### config.mk
export PLATFORM = sky130hd
export DESIGN_NAME = l2_input_arbiter
export DESIGN_NICKNAME = d
export VERILOG_FILES = /design/src/rtl/l2_input_arbiter.sv
export SDC_FILE = /design/constraint.sdc
export NUM_CORES = 1
export LEC_CHECK = 0
export CAP_MARGIN = 30
export CORE_AREA = 2 2 39 41
export DETAILED_ROUTE_END_ITERATION = 7
export DIE_AREA = 0 0 41 43
export PLACE_DENSITY = 0.73
export SKIP_LAST_GASP = 1
export SYNTH_ARGS = -nofsm -noshare
export SYNTH_HDL_FRONTEND = slang
export SYNTH_SLANG_ARGS = --single-unit
export TNS_END_PERCENT = 100
### constraint.sdc
create_clock -name clk -period 2.6 [get_ports clk]
set_input_delay 0.52 -clock clk [delete_from_list [all_inputs] [get_ports clk]]
set_output_delay 0.52 -clock clk [all_outputs]
set_load 0.1 [all_outputs]
### src/rtl/l2_input_arbiter.sv
// l2_input_arbiter: front-end transaction scheduler for the L2 core.
// Picks one eligible input channel per IDLE cycle (zero-latency ready) and
// holds its one-hot grant until the L2 FSM signals txn_done.
// Optional CPU starvation guard: define L2_ARB_STARVE_GUARD_EN.
module l2_input_arbiter #(
  parameter int STARVE_LIMIT = 8
) (
  input  logic       clk,
  input  logic       rst,
  input  logic       l2_rsp_in_valid,
  input  logic       l2_fwd_in_valid,
  input  logic       l2_fence_valid,
  input  logic       l2_flush_valid,
  input  logic       l2_cpu_req_valid,
  input  logic       fwd_stall,
  input  logic       set_conflict,
  input  logic       evict_stall,
  input  logic       ongoing_atomic,
  input  logic       mshr_empty,
  input  logic       mshr_full,
  input  logic       txn_done,
  output logic       l2_rsp_in_ready,
  output logic       l2_fwd_in_ready,
  output logic       l2_fence_ready,
  output logic       l2_flush_ready,
  output logic       l2_cpu_req_ready,
  output logic [4:0] grant,
  output logic       busy,
  output logic [7:0] starve_cnt
);

  typedef enum logic {IDLE, BUSY} state_t;

  localparam logic [7:0] LIMIT = 8'(STARVE_LIMIT);

  state_t     state_q, state_d;
  logic [4:0] grant_q, grant_d;
  logic [4:0] elig;
  logic [4:0] win;
  logic [7:0] starve_q;
  logic       cpu_first;

  // Per-channel eligibility; bit order matches grant (4 rsp .. 0 cpu).
  assign elig[4] = l2_rsp_in_valid;
  assign elig[3] = l2_fwd_in_valid && !fwd_stall;
  assign elig[2] = l2_fence_valid && mshr_empty;
  assign elig[1] = l2_flush_valid && mshr_empty && !ongoing_atomic;
  assign elig[0] = l2_cpu_req_valid && !set_conflict && !evict_stall && !mshr_full;

  // Once the starvation count saturates the CPU jumps ahead of everything but rsp.
  // Without the guard starve_q is constant zero, so this never fires.
  assign cpu_first = (starve_q == LIMIT);

  // Winner selection; only in IDLE and never while reset is held, so no ready
  // can pulse for a transaction that could not be registered.
  always_comb begin
    win = 5'b00000;
    if (!rst && state_q == IDLE) begin
      if (elig[4])                   win = 5'b10000;
      else if (cpu_first && elig[0]) win = 5'b00001;
      else if (elig[3])              win = 5'b01000;
      else if (elig[2])              win = 5'b00100;
      else if (elig[1])              win = 5'b00010;
      else if (elig[0])              win = 5'b00001;
    end
  end

  // Next-state logic: accept a winner in IDLE, release on txn_done in BUSY.
  always_comb begin
    state_d = state_q;
    grant_d = grant_q;
    case (state_q)
      IDLE: begin
        if (|win) begin
          grant_d = win;
          state_d = BUSY;
        end
      end
      BUSY: begin
        if (txn_done) begin
          grant_d = 5'b00000;
          state_d = IDLE;
        end
      end
      default: begin
        grant_d = 5'b00000;
        state_d = IDLE;
      end
    endcase
  end

  // State and grant registers.
  always_ff @(posedge clk or posedge rst) begin
    if (rst) begin
      state_q <= IDLE;
      grant_q <= 5'b00000;
    end else begin
      state_q <= state_d;
      grant_q <= grant_d;
    end
  end

`ifdef L2_ARB_STARVE_GUARD_EN
  logic [7:0] starve_d;

  // Count non-CPU acceptances made while the CPU was eligible; any IDLE cycle
  // with the CPU ineligible, or a CPU acceptance, resets the count.
  always_comb begin
    starve_d = starve_q;
    if (state_q == IDLE) begin
      if (!elig[0] || win[0])
        starve_d = 8'd0;
      else if ((|win) && starve_q != LIMIT)
        starve_d = starve_q + 8'd1;
    end
  end

  // Starvation counter register.
  always_ff @(posedge clk or posedge rst) begin
    if (rst) starve_q <= 8'd0;
    else     starve_q <= starve_d;
  end
`else
  assign starve_q = 8'd0;
`endif

  assign l2_rsp_in_ready  = win[4];
  assign l2_fwd_in_ready  = win[3];
  assign l2_fence_ready   = win[2];
  assign l2_flush_ready   = win[1];
  assign l2_cpu_req_ready = win[0];
  assign grant            = grant_q;
  assign busy             = (state_q == BUSY);
  assign starve_cnt       = starve_q;

endmodule

==> reports/results.txt, run 1 <==
Final net count: 80
P_int: 0.208 mW
Hold_buf cts: 0
Largest net degree at the start of global routing: 7
Wire per inst: 11.4 um
P&R area growth vs syn: 74.0%
EDFF count, synth: 0
Crit. End Element: primary output
Syn Std Cell Area: 404 um^2
Sequential area share after synthesis: 37.2%
CP Max Fanout: 3
Total gr overflow: 0
RD Place Congestion: 0.674
Sw Share: 48.7%
Max clock buf depth: 2
Starting density of the core: 29.2%
CTS tree: done
Fin. Hold Viols: 0
Net Sw Power: 0.197 mW
Setup-failing EPs final: 0
Design area: 703 um^2
Port Buffers: 24
Worst-path clk slew: 0.04 ns
Number of routed nets with antenna violations: 0
Vias per inst: 4.31
Cell Area, Placed: 681 um^2
Die Span Y: 43 um
Clock Skews: 0.000950 ns
Dpl hpwl: 792 um
RSZ-0062 raised after global routing: false
Fillers: 146
Vias in the first global route: 337
Via count of the routed design: 345
Initial antenna violation count: 0
Crit path arrival time: 1.92 ns
Total GRT Usage: 10.9%
Number of top-level pins: 33
DRT Pass-1 Iters: 1
Fin Setup TNS: 0 ns
Most instantiated cells after synthesis: buf_4 (8), dfrtp_1 (6), a31o_1 (5)
Power Density: 576 nW/um^2
Clock root buffer: clkbuf_4
First-pass GRT wire length: 1260 um
F_max: 0.410 GHz
Detailed Route WL: 908 um
Leak pwr: 0.334 nW
Synth Warn #: 0
Clock network power share: 20.0%
Async S/R FF share, synth: 100%
Fraction of layout instances using a drive strength above 1: 34.4%
# Max-Cap Violations: 0
Dominant cell type by area after synthesis: dfrtp_1
Required time worst endpoint: 2.08 ns
Clock sinks: 6
Core Box Area: 1380 um^2
Yosys cell types: 19
Worst setup SP type: primary input
Rows: 14
Initial DRC Count: 0
Most common cell in the synthesized netlist: buf_4
Top-area cell type share of the netlist area: 37.2%
IR drop worst, VDD: 0.303 mV
TritonCTS buffer count: 3
Status: finished, final reports clean
Die width: 41 um
Worst min-delay path class: reg2reg
Flops & latches, synth: 6
Final worst path period share: 93.8%
Tmin final: 2.44 ns
ANT cells: 0
Syn Inst Count: 36
Flop pwr share: 27.1%
Final core utilization: 50.8%
Avg Inst Size Synth: 11.2 um^2
CTS H-tree lvls: 1
Comb pwr share: 52.9%
Crit path kind: in2out
Post-synth top flop: dfrtp_1
Slew Viols, Final: 0
Die Footprint: 1760 um^2
Top post-synthesis cells by area: dfrtp_1 (37%), buf_4 (15%), a31o_1 (11%)
Worst-Skew Late Latency: 0.24 ns
Drt drc: 0
Post_cts resized: 0
Setup bufs post-CTS: 0
==> state kept, by name (all words and copies together) (netlist names) <==
name,count
grant,5
busy,1
==> cells in the final DEF (no fill, tap or decap) <==
cell,synthesis,layout
o41ai_4,1,1
nor2b_1,1,1
conb_1,1,8
o21ai_1,1,1
buf_12,0,5
and3b_1,1,1
and3b_2,1,1
nand2_1,1,1
and3_1,1,1
clkdlybuf4s50_1,0,13
dfrtp_1,6,6
inv_1,2,2
nor2_1,1,1
and4b_2,1,1
nor4_1,1,1
nor4b_2,1,1
nor2b_4,1,1
clkbuf_4,0,3
and2_1,1,1
a31o_1,5,5
o21a_4,1,1
buf_4,8,8
==> per-layer routing <==
metal	share of wire [%]	track usage [%]
met2	54	19.7
met1	34	9.33
met5	0	0
met3	10	2.09
met4	2.3	8.00
==> power groups by stage <==
stage | Combinational, mW | Sequential [mW] | Clock [mW]
6_report | 0.214 | 0.110 | 0.0811
5_1_grt | 0.221 | 0.111 | 0.0900
4_1_cts | 0.215 | 0.110 | 0.0853
3_5_place_dp | 0.215 | 0.111 | 0
3_3_place_gp | 0.213 | 0.111 | 0
2_1_floorplan | 0.102 | 0.177 | 0
==> logic make-up (layout without fill, tap and decap cells) <==
group / count (synthesis) / count (layout) / share of synthesized area (%)
AO/OA/AOI/OAI: 8 / 8 / 22.6
buffers and inverters: 10 / 31 / 16.7
flip-flops: 6 / 6 / 37.2
other: 1 / 8 / 0.928
AND/OR/NAND/NOR: 11 / 11 / 22.6
==> path summary, 6_finish.rpt <==
kind | from | to | slack, ns | cells past startpoint
min in group asynchronous | rst | grant[4] | 0.55 | 2
max in group asynchronous | rst | grant[2] | 1.87 | 2
setup / recovery | l2_fwd_in_valid | l2_flush_ready | 0.16 | 5
setup reg to reg | busy | grant[1] | 1.29 | 3
hold / removal | grant[2] | grant[2] | 0.50 | 1
hold reg to reg | grant[2] | grant[2] | 0.50 | 1
==> worst max-delay path, cell delays in order <==
cell and delay, ns:
clkdlybuf4s50_1 0.39, nor2b_1 0.17, nor4_1 0.31, and4b_2 0.34
buf_12 0.18
==> stage by stage <==
stage	hold WS [ns]	cells	setup slack [ns]	power (mW)
after floorplan	0.311	43	0.0513	0.280
after CTS	0.502	80	0.138	0.410
after global placement	0.494	77	0.192	0.324
final	0.498	80	0.161	0.405
after global routing	0.513	80	0.0999	0.421
after detailed placement	0.493	77	0.139	0.326
==> final cells by class <==
cell class / instances / area, um^2 / share of cell area, %
multi-input combinational: 27 / 213 / 30.2
inverter: 2 / 7.51 / 1.07
timing repair buffer: 26 / 290 / 41.3
tap: 16 / 20.0 / 2.85
sequential: 6 / 150 / 21.4
clock buffer: 3 / 22.5 / 3.20
Power figures use the tool's default switching activity.
==> run 2, diff against run 1 <==
--- a/config.mk
+++ b/config.mk
@@ -11,6 +11,7 @@
 export DIE_AREA = 0 0 41 43
 export PLACE_DENSITY = 0.73
 export SKIP_LAST_GASP = 1
+export SLEW_MARGIN = 20
 export SYNTH_ARGS = -nofsm -noshare
 export SYNTH_HDL_FRONTEND = slang
 export SYNTH_SLANG_ARGS = --single-unit
==> results of run 2 <==
The final DEF is identical to that of run 1; final timing and power are the same.
